`config.mk`:
```
export PLATFORM = sky130hd
export DESIGN_NAME = mux_nto1_pipe
export DESIGN_NICKNAME = d
export VERILOG_FILES = /design/src/rtl/mux_nto1_pipe.sv
export SDC_FILE = /design/constraint.sdc
export NUM_CORES = 1
export LEC_CHECK = 0
export CAP_MARGIN = 20
export CORE_MARGIN = 8
export CORE_UTILIZATION = 42
export DETAILED_ROUTE_END_ITERATION = 8
export GPL_ROUTABILITY_DRIVEN = 1
export PLACE_DENSITY = 0.78
export SLEW_MARGIN = 10
export SYNTH_ARGS = -nofsm -noshare
export SYNTH_HDL_FRONTEND = slang
export SYNTH_SLANG_ARGS = --single-unit
export TNS_END_PERCENT = 100
```
`constraint.sdc`:
```
create_clock -name Clk -period 1.7 [get_ports Clk]
set_input_delay 0.425 -clock Clk [delete_from_list [all_inputs] [get_ports Clk]]
set_output_delay 0.425 -clock Clk [all_outputs]
set_load 0.005 [all_outputs]
```
`src/rtl/mux_nto1_pipe.sv`:
```
// mux_nto1_pipe: N-input W-bit select mux into a two-entry skid buffer; `MUX_NTO1_SEL_CHECK_EN enables the sticky SelErr flag
module mux_nto1_pipe #(
  parameter int WIDTH  = 32,
  parameter int NUM_IN = 4,
  parameter int SEL_W  = 2
) (
  input  logic                    Clk,
  input  logic                    Reset_n,
  input  logic [NUM_IN*WIDTH-1:0] DataIn,
  input  logic [SEL_W-1:0]        Sel,
  input  logic                    InValid,
  output logic                    InReady,
  output logic [WIDTH-1:0]        DataOut,
  output logic                    OutValid,
  input  logic                    OutReady,
  output logic                    SelErr
);
  if (NUM_IN < 2 || NUM_IN > (1 << SEL_W)) begin : g_bad_params
    $error("mux_nto1_pipe: NUM_IN=%0d outside 2..2**SEL_W", NUM_IN);
  end
  typedef enum logic [1:0] {EMPTY = 2'b00, ONE = 2'b01, TWO = 2'b11} state_t;
  state_t           state_q, state_d;
  logic [WIDTH-1:0] head_q, skid_q, word;
  logic             accept, take, load_head, load_skid, pop_skid;
  assign InReady  = (state_q != TWO);
  assign OutValid = (state_q != EMPTY);
  assign DataOut  = head_q;
  assign accept   = InValid & InReady;
  assign take     = OutValid & OutReady;
  // select the offered word; an out-of-range Sel matches no lane and yields zero
  always_comb begin
    word = '0;
    for (int i = 0; i < NUM_IN; i++)
      if (Sel == SEL_W'(i)) word = DataIn[i*WIDTH +: WIDTH];
  end
  // next state and storage-load decisions from current state and handshakes
  always_comb begin
    state_d   = state_q;
    load_head = 1'b0;
    load_skid = 1'b0;
    pop_skid  = 1'b0;
    case (state_q)
      EMPTY: begin
        load_head = accept;
        state_d   = accept ? ONE : EMPTY;
      end
      ONE: begin
        load_head = accept & take;
        load_skid = accept & ~take;
        state_d   = (accept & ~take) ? TWO : (take & ~accept) ? EMPTY : ONE;
      end
      TWO: begin
        pop_skid = take;
        state_d  = take ? ONE : TWO;
      end
      default: state_d = EMPTY;
    endcase
  end
  // state register; reset discards both entries at once
  always_ff @(posedge Clk or negedge Reset_n) begin
    if (!Reset_n) state_q <= EMPTY;
    else          state_q <= state_d;
  end
  // head and skid data registers; head keeps its last word after draining
  always_ff @(posedge Clk or negedge Reset_n) begin
    if (!Reset_n) begin
      head_q <= '0;
      skid_q <= '0;
    end else begin
      if (load_head)     head_q <= word;
      else if (pop_skid) head_q <= skid_q;
      if (load_skid)     skid_q <= word;
    end
  end
`ifdef MUX_NTO1_SEL_CHECK_EN
  logic sel_bad, sel_err_q;
  assign sel_bad = (int'(Sel) >= NUM_IN);
  assign SelErr  = sel_err_q;
  // sticky flag: any accepted out-of-range select latches until reset
  always_ff @(posedge Clk or negedge Reset_n) begin
    if (!Reset_n)               sel_err_q <= 1'b0;
    else if (accept && sel_bad) sel_err_q <= 1'b1;
  end
`else
  assign SelErr = 1'b0;
`endif
endmodule
```
Yosys cells after proc, flatten, opt, wreduce, memory -nomap -nowiden
Cells that the tools add are included.
{ "totals": {"n_memories": 0, "ramBits": 0, "out_inout_bits": 35, "latch_bits": 0, "elab_cells": 34, "regBits": 66, "mem_bits_ro": 0} }
{ "op_classes": {"n_reduce_logical": 4, "div_mod_pow": 0, "magnitude_cmp": 0, "bitwise_logic": 7, "muxes": 14, "multipliers": 0, "eq_ne": 6, "addsub": 0, "n_shift": 0} }
{ "op_table": {"columns": ["operator", "count"], "rows": [
  ["$mux W32", 6],
  ["$eq A2 B2 Y1 const B", 3],
  ["$pmux W2 S3", 1],
  ["$and A1 B1 Y1", 5],
  ["$eq A2 B1 Y1 const B", 2],
  ["$logic_not A2 Y1", 2],
  ["$mux W1", 4],
  ["$mux W2", 2],
  ["$reduce_bool A2 Y1", 2],
  ["$ne A2 B2 Y1 const B", 1],
  ["$not A1 Y1", 2],
  ["$pmux W1 S2", 1]
]} }

Depth between registers and ports, before layout
Gate-level depths: netlist of run 1.
{ "depth": {"depth_word": 7, "mapped_depth": 5, "ltp_nobuf": 3} }

Worst setup path after synthesis of run 1
OpenSTA, ideal clock, no wires.
{ "synth_timing": {"path_type": "input-to-reg", "start": "input port OutReady", "end": "register skid_q[3]", "arrival_ns": 1.449, "t_required_ns": 1.575, "stages": 5, "setup_slack_ns": 0.126, "setup_ns": 0.125, "cell_sequence": "buf_2 > nand2b_1 > nor2_4 > buf_4 > mux2_2"} }
{ "synth_via": {"elab_chain_cells": 4} }
{ "synth_rtl": {"columns": ["item", "line_no", "text"], "rows": [
  ["start, declared", "15", "input logic OutReady,"],
  ["$and A1 B1 Y1", "29", "assign take = OutValid & OutReady;"],
  ["$not A1 Y1", "49", "load_skid = accept & ~take;"],
  ["$and A1 B1 Y1", "49", null],
  ["$mux W1", "42", "case (state_q)"],
  ["end signal, assigned", "72", "if (load_skid) skid_q <= word;"],
  ["end, declared", "23", "logic [WIDTH-1:0] head_q, skid_q, word;"]
]} }
No other way between the ends.
A chain may end at the register's enable or synchronous reset.

Worst setup path after layout of run 1
{ "layout_timing": {"start": "register head_q[5], in the netlist DataOut[5]", "end": "output port DataOut[5]"} }
{ "layout_rtl": {"columns": ["item", "line_no", "text"], "rows": [
  ["start, declared", "23", null],
  ["start signal, assigned", "70", "if (load_head) head_q <= word;"],
  ["start signal, assigned", "71", "else if (pop_skid) head_q <= skid_q;"],
  ["end, declared", "13", "output logic [WIDTH-1:0] DataOut,"]
]} }
No word-level cell between the ends.

==> flow_metrics.tcl, run 1 <==
set metrics [dict create \
    rows 34 \
    yosysTopAreaCell "dfrtp_1" \
    seq_area_sq_mm 0.00165 \
    finalMaxSlewViolations 0 \
    drc 0 \
    r2r_setup_slack_ns 0.06 \
    outcome "completed" \
    place_congestion 0.737 \
    ys_warn_count 0 \
    drt_iter0_drc 112 \
    cts_tree "done" \
    p_per_area_mw_per_mm2 922 \
    drive_gt1_frac 0.332 \
    multiInputGateArea_sq_mm 0.00194 \
    vias 3015 \
    crit_chain "clkdlybuf4s50_1" \
    die_w_um 111 \
    setup_tns_ns 0 \
    required_ns 1.27 \
    clock_sinks 66 \
    wirelength_mm 11.7 \
    clk_latency_ns 0.34 \
    finalHoldViolations 0 \
    setup_viol 0 \
    ys_ff_latch 66 \
    postSynthCellCount 237 \
    first_global_vias 3470 \
    grt_overflow_total 0 \
    cpMaxStageDelayCell "clkdlybuf4s50_1" \
    avgSynthCellArea_sq_um 15.9 \
    antenna_found_initial 0 \
    fin_worst_skew_ns 0.00691 \
    fmax_mhz 601 \
    htreeDepth 3 \
    power.leakage_nw 2.28 \
    postCtsHoldBufs 0 \
    ys.flop_type "dfrtp_1" \
    post-synth-top-count-cell "dfrtp_1" \
    drtAntennaViolNets 0 \
    grt_max_degree 67 \
    arrival_ns 1.24 \
    power_mw 5.39 \
    yosysTopAreaCellShare 0.437 \
    cp.depth 1 \
    synthToLayoutAreaGrowth_pct 54.8 \
    die-height_um 111 \
    r2r_end "skid_q[31]$_DFFE_PN0P_" \
    crit_path_end "DataOut[5]" \
    synth.area.top_cells "dfrtp_1 44%, mux4_2 18%, mux2_4 12%" \
    crit_type "flop to output pin" \
    async_flop_share 1.00 \
    place.port_buffers 167 \
    grt_pass1_wl_mm 18.9 \
    wl_per_cell_um 22.3 \
    ys_seq_area_frac 0.437 \
    setup.worst_path.end_class "output pin" \
    critPathLaunch "DataOut[5]$_DFFE_PN0P_" \
    rsz0062_at_grt "false" \
    ys_top_cells_by_count "66 x dfrtp_1, 32 x nand4b_1, 30 x mux2_4, 30 x mux4_2, 29 x o221a_2" \
    ctsRootBufferMaster "clkbuf_8" \
    holdCritPathClass "input port to async pin" \
    drv_cap 0 \
    grtUsageTotal 0.191 \
    nets 545 \
    ioPinCount 169 \
    dieArea_sq_mm 0.0123 \
    path_max_fanout 2 \
    fillerInstances 619 \
    start_util 0.433 \
    cts-buffers-inserted 9 \
    clockBufferDepth 2 \
    diodes 0 \
    vdd_ir_drop_max_mv 0.432 \
    post_synth_num_cell_types 23 \
    firstDrtPassIters 4 \
    via_per_inst 5.75 \
    startpoint_type "flop" \
    syn_nets 371 \
    worstPathBufferInverterCount 1 \
    placeableCoreArea_sq_mm 0.00872 \
    synth_edf_count 0 \
    timing.final.crit_share 0.978 \
    r2r_cells 5 \
    worst_path_largest_cell_delay_ns 0.54 \
    reg2reg_from "state_q[1]$_DFF_PN0_" \
    dp_hpwl_mm 8.91 \
    netlist_area_sq_mm 0.00378 \
    period_needed_ns 1.66 \
    clk_pin_slew_worst_paths_ns 0.07 \
    critical_path.top_delay_family "buffers and inverters" \
    fin_util 0.671 \
]
==> routing by layer <==
layer	track usage	wire, um	up-vias
met3	0.0568	713	13
met4	0.0694	187	0
met1	0.215	4590	1563
met2	0.332	6170	109
met5	0	0	-
li1	-	-	1330
==> sequential cells by signal, summed over array words and instances, names as in the netlist <==
register and cells:
state_q 2, DataOut 32, skid_q 32
==> power breakdown <==
part	leakage, nW	switching, mW	internal, mW	total [mW]
clock	0.0872	0.573	0.563	1.14
sequential	0.749	0.247	2.01	2.26
combinational	1.45	0.605	1.39	1.99
==> timing repair <==
| item | CTS | global route |
|---|---|---|
| setup endpoints to repair | 2 | 39 |
| resized for setup | 9 | 8 |
| setup buffers | 3 | 0 |
==> layout by cell type, fill, tap and decap left out, drive strengths merged <==
cell type      instances
or2                    1
mux2                  32
o21ai                  1
dlymetal6s2s           4
o221a                 32
dfrtp                 66
nand4b                32
mux4                  32
nand2b                 3
clkbuf                14
clkdlybuf4s15          1
nor2b                  1
buf                   28
a211oi                 1
nand2                  2
inv                    1
nor2                   3
clkdlybuf4s50        158
clkinv                 3
conb                   1
==> cell families after synthesis <==
kind of cell | after synthesis | synth area share
buffers and inverters | 30 | 0.0543
AND/OR/NAND/NOR | 42 | 0.0894
AO/OA/AOI/OAI | 34 | 0.100
flip-flops | 66 | 0.437
multiplexers | 64 | 0.318
other | 1 | 0.000993
==> stage by stage <==
step           instance area [sq um]  worst slack [ns]  hold WS, ns  cells
6_report                        5850            0.0370       0.0805    524
5_1_grt                         5850           0.00154       0.0893    524
4_1_cts                         5820            0.0129       0.0909    524
3_5_place_dp                    5630            -0.200        0.470    505
3_3_place_gp                    5630            -0.179        0.472    505
2_1_floorplan                   3780             0.126        0.129    237
==> worst min path at each step <==
stage	to	slack, ns	depth (start not counted)
4_1_cts	DataOut[11]$_DFFE_PN0P_	0.09	2
3_3_place_gp	DataOut[12]$_DFFE_PN0P_	0.47	2
5_1_grt	DataOut[11]$_DFFE_PN0P_	0.09	2
3_5_place_dp	DataOut[11]$_DFFE_PN0P_	0.47	2
6_report	DataOut[11]$_DFFE_PN0P_	0.08	2
2_1_floorplan	DataOut[0]$_DFFE_PN0P_	0.13	0
==> layout make-up <==
cell class,instances,share of cell area
multi-input cells,141,0.331
well taps,108,0.0231
inverters,1,0.000642
flip-flops and latches,66,0.283
clock buffers,13,0.0255
clock inverters,3,0.00257
repair buffers,192,0.334
==> worst register-to-register path: cells and delay by family (launching register included) <==
family	cells	cell delay [ns]
AND/OR/NAND/NOR	2	0.39
multiplexers	1	0.35
buffers and inverters	2	0.36
flip-flops	1	0.43
Power figures use the tool's default switching activity.
==> run 2, diff against run 1 <==
--- a/config.mk
+++ b/config.mk
@@ -5,12 +5,13 @@
 export SDC_FILE = /design/constraint.sdc
 export NUM_CORES = 1
 export LEC_CHECK = 0
+export ABC_AREA = 1
 export CAP_MARGIN = 20
 export CORE_MARGIN = 8
-export CORE_UTILIZATION = 42
+export CORE_UTILIZATION = 43
 export DETAILED_ROUTE_END_ITERATION = 8
 export GPL_ROUTABILITY_DRIVEN = 1
-export PLACE_DENSITY = 0.78
+export PLACE_DENSITY = 0.79
 export SLEW_MARGIN = 10
 export SYNTH_ARGS = -nofsm -noshare
 export SYNTH_HDL_FRONTEND = slang
==> flow_metrics.tcl, run 2 <==
set metrics [dict create \
    outcome "completed" \
    fillerInstances 718 \
    seq_area_sq_mm 0.00165 \
    comb_power_share 0.357 \
    post-synth-top-count-cell "nand2_1" \
    avgSynthCellArea_sq_um 6.78 \
    synth_edf_count 0 \
    syn_nets 706 \
    ys_seq_area_frac 0.426 \
    worst_path_largest_cell_delay_ns 0.54 \
    wl_per_cell_um 16.1 \
    grt_pass1_wl_mm 22.1 \
    place.port_buffers 167 \
    die_w_um 111 \
    synth.area.top_cells "dfrtp_1 43%, nand2_1 22%, nand3_1 8.4%" \
    seqPwrFrac 0.407 \
    worstPathBufferInverterCount 1 \
    fin_worst_skew_ns 0.00495 \
    multiInputGateArea_sq_mm 0.00201 \
    synthAdderAreaFrac 0 \
    nets 874 \
    setup_viol 0 \
    crit_type "flop to output pin" \
    grt_max_degree 65 \
    via_per_inst 5.07 \
    layout_common_cells "226 x nand2_1, 153 x clkdlybuf4s50_1, 66 x dfrtp_1, 64 x nand3_1, 64 x nor2_1" \
    holdWs_ns 0.0716 \
    crit_chain "clkdlybuf4s50_1" \
    antenna_found_initial 0 \
    first_global_vias 4399 \
    synth_top_family_by_area "simple AND/OR/NAND/NOR gates" \
    cts_tree "done" \
    ys_warn_count 0 \
    clock_sinks 66 \
    htreeDepth 3 \
    vdd_ir_drop_max_mv 0.438 \
    yosysTopAreaCellShare 0.426 \
    ys_top_cells_by_count "227 x nand2_1, 66 x dfrtp_1, 65 x nand3_1" \
    vias 4324 \
    placeableCoreArea_sq_mm 0.00872 \
    drv_cap 0 \
    post_synth_num_cell_types 20 \
    ys_ff_latch 66 \
    synthToLayoutAreaGrowth_pct 55.3 \
    required_ns 1.27 \
    p_sw_mw 1.79 \
    clkPwrFrac 0.237 \
    worstMarginPinSlew_ns 0.563 \
    yosys.area_share.simple 0.431 \
    fmax_mhz 601 \
    postCtsHoldBufs 0 \
    fin_util 0.690 \
    postSynthCellCount 572 \
    holdCritPathClass "input port to async pin" \
    setup.worst_path.end_class "output pin" \
    p_per_area_mw_per_mm2 940 \
    die-height_um 111 \
    place_congestion 0.945 \
    finalMaxSlewViolations 0 \
    timing.final.crit_share 0.979 \
    swShare 0.317 \
    clk_latency_ns 0.34 \
    ioPinCount 169 \
    ys.flop_type "dfrtp_1" \
    cts-buffers-inserted 9 \
    grt_overflow_total 0 \
    path_max_fanout 2 \
    rsz0062_at_grt "false" \
    p_int_mw 3.86 \
    drtAntennaViolNets 0 \
    slew_headroom 0.624 \
    power_mw 5.65 \
    drt_iter0_drc 303 \
    synth_mux_area_frac 0 \
    rows 34 \
    clockBufferDepth 2 \
    clk_pin_slew_worst_paths_ns 0.08 \
    critical_path.top_delay_family "buffers and inverters" \
    diodes 0 \
    power.leakage_nw 2.87 \
    finalHoldViolations 0 \
    async_flop_share 1.00 \
    dieArea_sq_mm 0.0123 \
    netlist_area_sq_mm 0.00388 \
    synthXorXnorAreaFrac 0 \
    yosysTopAreaCell "dfrtp_1" \
    ctsRootBufferMaster "clkbuf_8" \
    setup_tns_ns 0 \
    grtUsageTotal 0.219 \
    firstDrtPassIters 4 \
    drive_gt1_frac 0.0792 \
    wirelength_mm 13.7 \
    dp_hpwl_mm 10.5 \
    synth_compound_area_frac 0.0839 \
    cpMaxStageDelayCell "clkdlybuf4s50_1" \
    period_needed_ns 1.66 \
    arrival_ns 1.24 \
    start_util 0.444 \
    startpoint_type "flop" \
    layout_commonest_cell "nand2_1" \
    drc 0 \
]
## run 2: cell types whose count changed in the layout (fill, tap and decap cells not counted), moves of 5 or more
| cell | change |
|---|---|
| clkdlybuf4s50_1 | -5 |
| mux2_4 | -30 |
| mux4_2 | -30 |
| nand2_1 | +224 |
| nand3_1 | +64 |
| nand4b_1 | -32 |
| nor2_1 | +62 |
| o21ai_0 | +30 |
| o21ai_1 | +33 |
| o221a_2 | -29 |
| or2_1 | +29 |
## run 2: worst reg2reg max path: stages (launching register included)
cell and delay [ns]:
dfrtp_1 0.42, buf_4 0.16, nor2_4 0.13, buf_4 0.36
nor2_1 0.11, nor2_1 0.13, nand2_1 0.07, nand2_1 0.05
## run 2: cell type report
type | count | area share
repair buffers | 195 | 0.331
clock buffers | 10 | 0.0229
clock inverters | 6 | 0.0108
well taps | 108 | 0.0225
flip-flops and latches | 66 | 0.274
inverters | 7 | 0.00437
multi-input cells | 461 | 0.334
## run 2: worst paths after layout
| check | slack (ns) | end | startpoint | cells past startpoint |
|---|---|---|---|---|
| setup / recovery | 0.04 | DataOut[4] | DataOut[4]$_DFFE_PN0P_ | 1 |
| hold / removal | 0.07 | DataOut[27]$_DFFE_PN0P_ | Reset_n | 1 |
| setup reg to reg | 0.23 | DataOut[19]$_DFFE_PN0P_ | state_q[1]$_DFF_PN0_ | 7 |
| hold reg to reg | 0.48 | DataOut[21]$_DFFE_PN0P_ | DataOut[21]$_DFFE_PN0P_ | 2 |
| max in group asynchronous | 1.10 | DataOut[6]$_DFFE_PN0P_ | Reset_n | 2 |
| min in group Clk | 0.48 | DataOut[21]$_DFFE_PN0P_ | DataOut[21]$_DFFE_PN0P_ | 2 |
## run 2: cell families (layout without fill, tap and decap cells)
group / Yosys count / after routing
DFF: 66 / 66
buffers and inverters: 45 / 218
other: 1 / 1
AOI/OAI and AO/OA: 65 / 65
and+or+nand+nor: 395 / 395
## run 2: repair_timing
action	4_1_cts	5_1_grt
setup endpoints to repair	4	14
pin swaps	0	1
setup buffers	1	2
gates resized for setup	5	12
## run 2: power by group through the flow
stage               sequential (mW)  clock [mW]  combinational (mW)
floorplan                      2.28           0               0.852
global placement               2.31           0                1.98
detailed placement             2.32           0                2.03
CTS                            2.30        1.37                2.03
global route                   2.35        1.44                2.24
finish                         2.30        1.34                2.02
## run 2: metrics by stage
| step | instances | setup WS (ns) | area [sq um] |
|---|---|---|---|
| final | 853 | 0.0361 | 6020 |
| after global routing | 853 | 0.00169 | 6020 |
| after CTS | 851 | 0.00644 | 5970 |
| after detailed placement | 834 | -0.267 | 5760 |
| after global placement | 834 | -0.241 | 5760 |
| after floorplan | 572 | 0.405 | 3880 |
## run 2: layer usage
metal  up-vias  track usage  part of all wire
met4         0       0.0712             0.023
li1       2146            -                 -
met3        21       0.0606             0.067
met1      1971        0.267              0.42
met5         -            0                 0
met2       186        0.364              0.48
==> run 3, diff against run 2 <==
--- a/config.mk
+++ b/config.mk
@@ -8,10 +8,10 @@
 export ABC_AREA = 1
 export CAP_MARGIN = 20
 export CORE_MARGIN = 8
-export CORE_UTILIZATION = 43
+export CORE_UTILIZATION = 39
 export DETAILED_ROUTE_END_ITERATION = 8
 export GPL_ROUTABILITY_DRIVEN = 1
-export PLACE_DENSITY = 0.79
+export PLACE_DENSITY = 0.75
 export SLEW_MARGIN = 10
 export SYNTH_ARGS = -nofsm -noshare
 export SYNTH_HDL_FRONTEND = slang
==> constraint.sdc (replaced) <==
create_clock -name Clk -period 1.4 [get_ports Clk]
set_input_delay 0.35 -clock Clk [delete_from_list [all_inputs] [get_ports Clk]]
set_output_delay 0.35 -clock Clk [all_outputs]
set_load 0.005 [all_outputs]
==> flow_metrics.tcl, run 3 (synthesis results as in run 2) <==
set metrics [dict create \
    period_needed_ns 1.72 \
    r2r_cells 11 \
    worst_path_largest_cell_delay_ns 0.41 \
    die-height_um 116 \
    failed_checks "negative setup slack" \
    dp_hpwl_mm 10.2 \
    path_max_fanout 8 \
    worstPathBufferInverterCount 6 \
    required_ns 1.63 \
    drv_cap 0 \
    placeableCoreArea_sq_mm 0.00973 \
    setup_tns_ns -14.40 \
    grt_max_degree 67 \
    via_per_inst 5.49 \
    cpMaxStageDelayCell "dfrtp_1" \
    antenna_found_initial 1 \
    timing.final.crit_share 1.23 \
    drtAntennaViolNets 0 \
    clk_pin_slew_worst_paths_ns 0.08 \
    placedCellCount 858 \
    fin_ws_ns -0.319 \
    die_w_um 116 \
    grtUsageTotal 0.267 \
    htreeDepth 3 \
    p_per_area_mw_per_mm2 1130 \
    holdCritPathClass "input port to async pin" \
    clockBufferDepth 2 \
    rows 36 \
    outcome "finished, violations left" \
    drc 0 \
    synthToLayoutAreaGrowth_pct 85.7 \
    drive_gt1_frac 0.274 \
    crit_type "flop to flop" \
    wirelength_mm 19.0 \
    cts-buffers-inserted 9 \
    ioPinCount 169 \
    worstMarginPinSlew_ns 0.509 \
    cp.depth 11 \
    slew_headroom 0.660 \
    clock_sinks 66 \
    dieArea_sq_mm 0.0134 \
    fin_area_sq_mm 0.00720 \
    drt_iter0_drc 399 \
    place.port_buffers 167 \
    first_global_vias 5220 \
    startpoint_type "flop" \
    cts_tree "done" \
    place_congestion 0.834 \
    nets 909 \
    clk_latency_ns 0.35 \
    reg2reg_from "state_q[1]$_DFF_PN0_" \
    setup_viol 66 \
    layout_common_cells "146 x nand2_1, 130 x clkdlybuf4s50_1, 66 x dfrtp_1, 65 x nand3_1, 54 x nor2_1" \
    vdd_ir_drop_max_mv 0.561 \
    rsz0062_at_grt "true" \
    fin_worst_skew_ns 0.0111 \
    crit_top_cell "buf_6" \
    grt_pass1_wl_mm 27.5 \
    ctsRootBufferMaster "clkbuf_8" \
    critical_path.top_delay_family "buffers and inverters" \
    finalHoldViolations 0 \
    layout_commonest_cell "nand2_1" \
    setup.worst_path.end_class "flop" \
    start_util 0.398 \
    wl_per_cell_um 20.8 \
    fmax_mhz 582 \
    power.leakage_nw 3.34 \
    crit_chain "buf_6 > buf_6 > nor2_4 > buf_6 > inv_6 > nor2_4 > buf_12 > buf_16 > nand2_4 > nand2_2 > nand2_2" \
    firstDrtPassIters 5 \
    finalMaxSlewViolations 0 \
    finalNonFillerCells 916 \
    critPathLaunch "state_q[1]$_DFF_PN0_" \
    vias 5028 \
    arrival_ns 1.95 \
    grt_overflow_total 0 \
    placed_cell_area_sq_mm 0.00577 \
]
run 3: cell count changes in the layout (fill, tap and decap cells not counted), moves of 10 or more:
cell and delta:
nor2_1 -10, nand2_4 +36, buf_6 +14, buf_16 +11
dlygate4sd2_1 +24, o21ai_2 +26, nand2_1 -80, nand2_2 +42
o21ai_1 -29, clkdlybuf4s50_1 -23
run 3: through the flow:
stage / util / hold WS (ns) / setup WS [ns] / total power, mW
5_1_grt: 0.739 / 0.0498 / -0.364 / 8.50
3_3_place_gp: 0.593 / 0.395 / -0.707 / 5.19
3_5_place_dp: 0.593 / 0.399 / -0.757 / 5.26
6_report: 0.740 / 0.00732 / -0.319 / 8.13
2_1_floorplan: - / 0.0544 / 0.180 / 3.81
4_1_cts: 0.715 / 0.0291 / -0.164 / 7.62
run 3: layout make-up:
cell class | count | area (sq um)
multi-input combinational | 462 | 2590
fill | 697 | 2530
timing repair buffer | 229 | 2530
sequential | 66 | 1650
tap | 133 | 166
clock buffer | 11 | 141
clock inverter | 5 | 77.6
inverter | 7 | 33.8
antenna | 3 | 7.51
run 3: path summary, 6_finish.rpt:
check / endpoint / slack, ns
hold / removal: DataOut[12]$_DFFE_PN0P_ / 0.007
hold reg to reg: DataOut[9]$_DFFE_PN0P_ / 0.48
setup / recovery: DataOut[0]$_DFFE_PN0P_ / -0.32
max in group asynchronous: skid_q[23]$_DFFE_PN0P_ / 1.09
setup reg to reg: DataOut[0]$_DFFE_PN0P_ / -0.32
min in group Clk: DataOut[9]$_DFFE_PN0P_ / 0.48
run 3: repair_timing:
item | 4_1_cts | 5_1_grt
gates resized for setup | 174 | 88
hold buffers | 0 | 0
endpoints found under the hold margin | 0 | 0
setup buffers | 24 | 6
pin swaps | 63 | 37
endpoints found under the setup margin | 98 | 70
gates cloned | 16 | 1
run 3: where the power goes:
part           switching, mW  internal (mW)
Sequential             0.475           2.46
Clock                  0.806           1.05
Combinational           1.61           1.73
run 3: metal layers:
metal / up-vias / track usage / wire, um / part of all wire
li1: 2237 / - / - / -
met1: 2405 / 0.309 / 6930 / 0.36
met2: 307 / 0.458 / 9650 / 0.51
met3: 79 / 0.0526 / 1480 / 0.078
met4: 0 / 0.140 / 983 / 0.052
met5: - / 0 / 0 / 0
